$ cat src/rtl/pe_au_ctrl_pkg.sv
// Shared encodings for the PE_AU sequencer: DSP48E2 OPMODE words and FSM states.
package pe_au_ctrl_pkg;

    // OPMODE fields are {W[8:7], Z[6:4], Y[3:2], X[1:0]}
    localparam logic [8:0] OP_MAC_C   = 9'b000110101;  // P = A*B + C
    localparam logic [8:0] OP_MAC_P   = 9'b000100101;  // P = A*B + P
    localparam logic [8:0] OP_MAC_SHR = 9'b001100101;  // P = A*B + (P >> SHIFT_W)
    localparam logic [8:0] OP_HOLD    = 9'b000100000;  // P = P

    localparam int SHIFT_W = 17;

    typedef enum logic [1:0] {
        IDLE  = 2'd0,
        ISSUE = 2'd1,
        DRAIN = 2'd2
    } state_t;

endpackage

$ cat src/rtl/pe_au_ctrl_tag_pipe.sv
// Two-stage delay line carrying per-product row tags so row_valid/done line up
// with the P register of the PE_AU (RAM read + PREG = 2 cycles after issue).
module pe_au_ctrl_tag_pipe #(
    parameter int RW = 3
) (
    input  logic          clock_i,
    input  logic          reset_i,
    input  logic          tag_valid,
    input  logic          tag_last_of_row,
    input  logic          tag_last_row,
    input  logic [RW-1:0] tag_row,
    output logic          row_valid,
    output logic [RW-1:0] row_idx,
    output logic          done
);

    localparam int STAGES = 2;

    // Only the last product of a row produces a flag, so qualify on entry.
    logic                     vld_in;
    logic                     done_in;
    logic [STAGES:1]          vld_pipe;
    logic [STAGES:1]          done_pipe;
    logic [STAGES:1][RW-1:0]  row_pipe;

    assign vld_in  = tag_valid & tag_last_of_row;
    assign done_in = vld_in & tag_last_row;

    always_ff @(posedge clock_i or posedge reset_i) begin
        if (reset_i) begin
            vld_pipe  <= '0;
            done_pipe <= '0;
            row_pipe  <= '0;
        end else begin
            vld_pipe  <= {vld_pipe[STAGES-1:1], vld_in};
            done_pipe <= {done_pipe[STAGES-1:1], done_in};
            row_pipe  <= {row_pipe[STAGES-1:1], tag_row};
        end
    end

    assign row_valid = vld_pipe[STAGES];
    assign done      = done_pipe[STAGES];
    assign row_idx   = row_pipe[STAGES];

endmodule

$ cat src/rtl/pe_au_ctrl.sv
// Sequencer for one PE_AU MAC computing ROWS rows of N-term dot products.
// Build option: define PE_AU_CTRL_SHIFT_EN to fold (P>>17) of row i-1 into row i.
module pe_au_ctrl
    import pe_au_ctrl_pkg::*;
#(
    parameter  int N    = 5,
    parameter  int ROWS = 5,
    localparam int AW   = ($clog2(N) > 0) ? $clog2(N) : 1,
    localparam int RW   = ($clog2(ROWS) > 0) ? $clog2(ROWS) : 1
) (
    input  logic          clock_i,
    input  logic          reset_i,
    input  logic          start_i,
    output logic          ready_o,
    output logic [AW-1:0] a_addr_o,
    output logic [RW-1:0] b_addr_o,
    output logic [8:0]    OPMODE_o,
    output logic          CREG_en_o,
    output logic          row_valid_o,
    output logic [RW-1:0] row_idx_o,
    output logic          done_o
);

    localparam logic [AW-1:0] J_LAST = AW'(N - 1);
    localparam logic [RW-1:0] I_LAST = RW'(ROWS - 1);

    state_t        state, state_nxt;
    logic [AW-1:0] j;
    logic [RW-1:0] i;
    logic          drain_cnt;
    logic          issuing;
    logic          row_end;
    logic          last_row;
    logic          accept;
    logic [8:0]    row_op;
    logic [8:0]    op_nxt;

    assign issuing  = (state == ISSUE);
    assign row_end  = (j == J_LAST);
    assign last_row = (i == I_LAST);
    assign accept   = (state == IDLE) && start_i;

    always_comb begin
        state_nxt = state;
        case (state)
            IDLE:    if (start_i) state_nxt = ISSUE;
            ISSUE:   if (row_end && last_row) state_nxt = DRAIN;
            DRAIN:   if (drain_cnt) state_nxt = IDLE;
            default: state_nxt = IDLE;
        endcase
    end

`ifdef PE_AU_CTRL_SHIFT_EN
    assign row_op = (i == '0) ? OP_MAC_C : OP_MAC_SHR;
`else
    assign row_op = OP_MAC_C;
`endif

    // Computed in the issue cycle, registered so it meets the RAM data one cycle later.
    always_comb begin
        op_nxt = OP_HOLD;
        if (issuing) op_nxt = (j == '0) ? row_op : OP_MAC_P;
    end

    always_ff @(posedge clock_i or posedge reset_i) begin
        if (reset_i) begin
            state     <= IDLE;
            j         <= '0;
            i         <= '0;
            drain_cnt <= 1'b0;
            OPMODE_o  <= OP_HOLD;
            CREG_en_o <= 1'b0;
            ready_o   <= 1'b1;
        end else begin
            state     <= state_nxt;
            drain_cnt <= (state == DRAIN) ? ~drain_cnt : 1'b0;
            OPMODE_o  <= op_nxt;
            CREG_en_o <= accept;
            ready_o   <= (state_nxt == IDLE);
            // Counters wrap to zero on the final issue, so IDLE always presents address 0.
            if (issuing) begin
                j <= row_end ? '0 : j + AW'(1);
                if (row_end) i <= last_row ? '0 : i + RW'(1);
            end
        end
    end

    assign a_addr_o = j;
    assign b_addr_o = i;

    pe_au_ctrl_tag_pipe #(.RW(RW)) u_tag_pipe (
        .clock_i         (clock_i),
        .reset_i         (reset_i),
        .tag_valid       (issuing),
        .tag_last_of_row (row_end),
        .tag_last_row    (last_row),
        .tag_row         (i),
        .row_valid       (row_valid_o),
        .row_idx         (row_idx_o),
        .done            (done_o)
    );

endmodule

$ cat config.mk
export PLATFORM = sky130hd
export DESIGN_NAME = pe_au_ctrl
export DESIGN_NICKNAME = d
export VERILOG_FILES = /design/src/rtl/pe_au_ctrl_pkg.sv /design/src/rtl/pe_au_ctrl_tag_pipe.sv /design/src/rtl/pe_au_ctrl.sv
export SDC_FILE = /design/constraint.sdc
export NUM_CORES = 1
export LEC_CHECK = 0
export ABC_AREA = 1
export BUFFER_PORTS_ARGS = -buffer_cell sky130_fd_sc_hd__buf_2
export CAP_MARGIN = 20
export CORE_MARGIN = 2
export CORE_UTILIZATION = 53
export CTS_CLUSTER_SIZE = 24
export DETAILED_ROUTE_END_ITERATION = 16
export GPL_TIMING_DRIVEN = 0
export HOLD_SLACK_MARGIN = 0.06
export PLACE_DENSITY = 0.89
export SYNTH_ARGS = -nofsm -noshare
export SYNTH_HDL_FRONTEND = slang
export SYNTH_SLANG_ARGS = --single-unit
$ cat constraint.sdc
create_clock -name clock_i -period 3.6 [get_ports clock_i]
set_clock_uncertainty 0.2 [all_clocks]
set_input_delay 0.72 -clock clock_i [delete_from_list [all_inputs] [get_ports clock_i]]
set_output_delay 0.72 -clock clock_i [all_outputs]
set_load 0.05 [all_outputs]
==> flow_metrics.env, run 1 <==
export IMPL_switching_share=0.489
export IMPL_p_clk_frac=0.113
export IMPL_cts_tree="yes"
export IMPL_relSlewSlack=0.452
export IMPL_rsz0062_at_grt="false"
export IMPL_critPathSlowestCell="dfrtp_1"
export IMPL_gr_total_overflow=0
export IMPL_timing_rr_start="a_addr_o[0]"
export IMPL_reg2reg_to="ready_o"
export IMPL_clk_pin_slew_ps=120
export IMPL_ios=25
export IMPL_start_kind="register"
export IMPL_chipWidth_microns=45.9
export IMPL_yosysWarnings=0
export IMPL_finalCritPeriodShare=0.562
export IMPL_ctsHtreeMaxLevel=1
export IMPL_grt_max_degree=24
export IMPL_grt_pass1_wl_microns=2260
export IMPL_vias=615
export IMPL_internal_power_mw=0.520
export IMPL_fin_tns_setup_ps=0
export IMPL_path_buf_inv=1
export IMPL_wirelength_microns=1440
export IMPL_rows=15
export IMPL_drc_errors=0
export IMPL_grt_antenna_before_repair=0
export IMPL_worstHoldPathType="reg2reg"
export IMPL_path_class="reg2out"
export IMPL_switchingPower_mw=0.498
export IMPL_cts_num_sinks=23
export IMPL_clock_latency_ps=310
export IMPL_layout_drive_gt1_share=0.348
export IMPL_peakVddDrop_uv=482
export IMPL_cp_max_fo=6
export IMPL_placed_cell_area_sq_um=1050
export IMPL_period_needed_ps=2020
export IMPL_fin_area_sq_um=1080
export IMPL_status="complete, no violations"
export IMPL_combPwrFrac=0.499
export IMPL_avgViaCountPerCell=4.77
export IMPL_hpwl_microns=1060
export IMPL_post_drt_wl_per_cell_microns=11.2
export IMPL_startpoint="a_addr_o[2]"
export IMPL_critical_path_depth=1
export IMPL_p_total_mw=1.02
export IMPL_drtIter0Drc=14
export IMPL_tightest_slew_ps=821
export IMPL_synth_seq_cells=23
export IMPL_power_density_nw_per_um2=942
export IMPL_drv_slew=0
export IMPL_pwr_share_seq=0.388
export IMPL_clockBufferDepth=2
export IMPL_fmax_mhz=495
export IMPL_cp_arrival_ps=1100
export IMPL_grt_use_total=0.162
export IMPL_worstPathCellList="buf_2"
export IMPL_critical_path_top_delay_family="flip-flops"
export IMPL_ys_types=17
export IMPL_yosysSeqAreaShare=0.621
export IMPL_worstRegToRegCells=7
export IMPL_r2r_slack_ps=2140
export IMPL_fp_dieH_microns=45.9
export IMPL_core_sq_um=1690
export IMPL_cts_buffers=3
export IMPL_dr_pass1_iters=4
export IMPL_cts_setup_buffers=0
export IMPL_hold_violations=0
export IMPL_ctsResizeCount=0
export IMPL_hold_buffers=0
export IMPL_final_cell_mix="dfrtp_1, buf_2, nand2_1"
export IMPL_cp_end_kind="primary output"
export IMPL_port_buffers=18
export IMPL_power_leakage_nw=0.646
export IMPL_syn_instance_count=86
export IMPL_avgSynthCellArea_sq_um=10.8
export IMPL_max_stage_delay_ps=490
export IMPL_mostFrequentLayoutCell="dfrtp_1"
export IMPL_area_growth_pct=16.4
export IMPL_diodes=0
export IMPL_first_global_vias=531
export IMPL_maxCapViolCount=0
export IMPL_ant_nets=0
export IMPL_setup_violations_final=0
export IMPL_clock_root_buffer="clkbuf_4"
export IMPL_setup_worst_path_end="a_addr_o[2]"
export IMPL_start_util=0.550
export IMPL_required_ps=2680
export IMPL_nets=120
export IMPL_gp_congestion=0.762
export IMPL_dieArea_sq_um=2100
export IMPL_syn_area_sq_um=928
## flip-flops by register name, summed over array words and instances, names as in the netlist
signal and count:
b_addr_o 3, u_tag_pipe.row_idx 3, OPMODE_o 2, drain_cnt 1
ready_o 1, state 2, u_tag_pipe.row_pipe 3, a_addr_o 3
u_tag_pipe.vld_pipe 2, u_tag_pipe.done_pipe 2, CREG_en_o 1
## layer usage
metal / GRT usage / routed length, microns
met1: 0.194 / 602
met2: 0.253 / 735
met3: 0.0476 / 54
met4: 0.103 / 46
met5: 0 / 0
## synth_stat cells
cell type   n  area (sq um)
dfrtp_1    22           551
nand2_1    14          52.6
inv_1      11          41.3
buf_4      10          75.1
nand3_1     5          25.0
ha_1        4          50.1
nor2_1      3          11.3
o21ai_0     3          15.0
o21ai_1     3          15.0
conb_1      2          7.51
inv_2       2          7.51
nand2_2     2          12.5
dfstp_2     1          26.3
nand4_2     1          12.5
nor2_2      1          6.26
nor2_4      1          11.3
xor2_1      1          8.76
## kinds of logic after synthesis
| logic type | Yosys count | share of synthesized area |
|---|---|---|
| AOI/OAI and AO/OA | 6 | 0.0323 |
| adders and majority gates | 4 | 0.0539 |
| other | 2 | 0.00809 |
| and+or+nand+nor | 27 | 0.142 |
| DFF | 23 | 0.621 |
| buffers and inverters | 23 | 0.133 |
| xor gates and xnor gates | 1 | 0.00944 |
## per-stage QoR
step	cells	util	hold slack, ps	worst slack (ps)
detailed placement	125	0.624	142	1910
global placement	125	0.624	131	1930
finish	129	0.640	164	1580
global route	129	0.640	171	1520
floorplan	90	-	131	1790
CTS	129	0.640	164	1550
## power by group through the flow
stage / Clock, mW / Sequential (mW) / Combinational, mW
6_report: 0.115 / 0.395 / 0.508
5_1_grt: 0.130 / 0.407 / 0.546
4_1_cts: 0.121 / 0.397 / 0.511
3_5_place_dp: 0 / 0.403 / 0.508
3_3_place_gp: 0 / 0.395 / 0.491
2_1_floorplan: 0 / 0.555 / 0.250
## final cells by class
class / instances / area [sq um]
plain buffers: 10 / 75.1
clock buffers: 4 / 26.3
fillers: 133 / 608
inverters: 13 / 48.8
multi-input cells: 44 / 243
flip-flops and latches: 23 / 577
well taps: 17 / 21.3
repair buffers: 18 / 90.1
## how the worst min path moves through the flow
stage / from / to / slack, ps / depth (start not counted)
2_1_floorplan: u_tag_pipe.done_pipe[1] / u_tag_pipe.done_pipe[2] / 130 / 0
3_3_place_gp: u_tag_pipe.row_pipe[1] / u_tag_pipe.row_idx[1] / 130 / 0
3_5_place_dp: u_tag_pipe.vld_pipe[1] / u_tag_pipe.vld_pipe[2] / 140 / 0
4_1_cts: u_tag_pipe.row_pipe[1] / u_tag_pipe.row_idx[1] / 160 / 0
5_1_grt: u_tag_pipe.row_pipe[1] / u_tag_pipe.row_idx[1] / 170 / 0
6_report: u_tag_pipe.row_pipe[1] / u_tag_pipe.row_idx[1] / 160 / 0
Note: power is estimated with default switching activity, not from simulation.
==> run 2, diff against run 1 <==
CORE_UTILIZATION = 45   (was 53)
PLACE_DENSITY = 0.82   (was 0.89)
clock period = 1.83 ns   (was 3.6 ns; I/O delays follow)
==> run 2 against run 1 <==
Sequential share of layout area shrank 1.1 points. First-iteration DRC count is 64% lower. Clock power grew 92%. Critical path type unchanged. Worst setup slack got worse by 1400 ps. Critical endpoint unchanged.
==> flow_metrics.env, run 2 (synthesis results as in run 1) <==
export IMPL_tightest_slew_ps=837
export IMPL_port_buffers=18
export IMPL_clk_pin_slew_ps=120
export IMPL_layout_drive_gt1_share=0.345
export IMPL_switchingPower_mw=0.976
export IMPL_area_growth_pct=18.9
export IMPL_drc_errors=0
export IMPL_cp_end_kind="primary output"
export IMPL_drv_slew=0
export IMPL_r2r_slack_ps=400
export IMPL_avgViaCountPerCell=4.35
export IMPL_hold_violations=0
export IMPL_min_delay_start="start_i"
export IMPL_dieArea_sq_um=2440
export IMPL_grt_use_total=0.134
export IMPL_cp_max_fo=6
export IMPL_reg2reg_to="ready_o"
export IMPL_hold_end="CREG_en_o"
export IMPL_cp_arrival_ps=1090
export IMPL_gp_congestion=0.727
export IMPL_fin_tns_setup_ps=0
export IMPL_internal_power_mw=1.02
export IMPL_worstPathCellList="buf_2"
export IMPL_use_met3=0.0368
export IMPL_power_density_nw_per_um2=1810
export IMPL_ant_nets=0
export IMPL_wirelength_microns=1430
export IMPL_final_cells=140
export IMPL_fin_ws_ps=172
export IMPL_start_kind="register"
export IMPL_ios=25
export IMPL_seqCellArea_sq_um=577
export IMPL_post_drt_wl_per_cell_microns=10.2
export IMPL_final_cell_mix="dfrtp_1, buf_2, nand2_1"
export IMPL_worstRegToRegCells=6
export IMPL_critPathSlowestCell="dfrtp_1"
export IMPL_grt_pass1_wl_microns=2420
export IMPL_fillers=184
export IMPL_dp_cells=135
export IMPL_cts_tree="yes"
export IMPL_clock_latency_ps=290
export IMPL_fmax_mhz=603
export IMPL_peakVddDrop_uv=779
export IMPL_vias=609
export IMPL_rsz0062_at_grt="false"
export IMPL_pwr_share_seq=0.391
export IMPL_combPwrFrac=0.498
export IMPL_p_clk_frac=0.111
export IMPL_status="complete, no violations"
export IMPL_grt_antenna_before_repair=0
export IMPL_hold_depth=3
export IMPL_clock_root_buffer="clkbuf_4"
export IMPL_switching_share=0.488
export IMPL_maxCapViolCount=0
export IMPL_power_leakage_nw=0.650
export IMPL_diodes=0
export IMPL_cts_buffers=3
export IMPL_period_needed_ps=1660
export IMPL_multiInputGateArea_sq_um=243
export IMPL_grt_max_degree=24
export IMPL_preCtsSetupSlack_ps=434
export IMPL_holdWs_ps=153
export IMPL_grt_busiest_layer="met2"
export IMPL_p_total_mw=2.00
export IMPL_relSlewSlack=0.441
export IMPL_path_class="reg2out"
export IMPL_required_ps=1260
export IMPL_ctsResizeCount=0
export IMPL_start_util=0.473
export IMPL_met1_usage=0.128
export IMPL_gr_total_overflow=0
export IMPL_finalCritPeriodShare=0.906
export IMPL_hpwl_microns=1070
export IMPL_cts_setup_buffers=0
export IMPL_clockBufferDepth=2
export IMPL_max_stage_delay_ps=490
export IMPL_dr_pass1_iters=4
export IMPL_hold_buffers=1
export IMPL_first_global_vias=614
export IMPL_timing_rr_start="a_addr_o[0]"
export IMPL_critical_path_top_delay_family="flip-flops"
export IMPL_ctsHtreeMaxLevel=1
export IMPL_nets=121
export IMPL_setup_violations_final=0
export IMPL_cts_num_sinks=23
export IMPL_met2_usage=0.257
export IMPL_path_buf_inv=1
export IMPL_fp_dieH_microns=49.4
export IMPL_rows=16
export IMPL_chipWidth_microns=49.4
export IMPL_core_sq_um=1960
export IMPL_drtIter0Drc=5
export IMPL_worstHoldPathType="in2reg"
export IMPL_mostFrequentLayoutCell="dfrtp_1"
[run 2: cell type report]
type / instances / area share
clock buffer: 4 / 0.0238
inverter: 13 / 0.0442
sequential: 23 / 0.523
multi-input combinational: 44 / 0.220
tap: 27 / 0.0306
timing repair buffer: 19 / 0.0907
buffer: 10 / 0.0680
[run 2: how the worst max path moves through the flow]
stage | from | endpoint | slack [ps] | cells past startpoint
after detailed placement | a_addr_o[0] | ready_o | 430 | 7
after floorplan | a_addr_o[0] | ready_o | 180 | 7
after global placement | a_addr_o[0] | ready_o | 460 | 7
final | a_addr_o[2] | a_addr_o[2] | 170 | 1
after CTS | a_addr_o[2] | a_addr_o[2] | 170 | 1
after global routing | a_addr_o[2] | a_addr_o[2] | 120 | 1
[run 2: per-stage QoR]
step	instance area, sq um	util
after floorplan	943	-
after CTS	1100	0.563
after detailed placement	1070	0.544
final	1100	0.563
after global placement	1070	0.544
after global routing	1100	0.563
[run 2: power groups by stage]
stage	clock network [mW]	logic, mW	registers (mW)
global route	0.254	1.08	0.802
CTS	0.227	1.00	0.782
detailed placement	0	1.00	0.791
floorplan	0	0.491	1.09
finish	0.221	0.996	0.781
global placement	0	0.964	0.779
[run 2: metal layers]
metal | wire length [microns] | part of all wire
met5 | 0 | 0
met4 | 21 | 0.015
met3 | 57 | 0.040
met2 | 788 | 0.55
met1 | 558 | 0.39
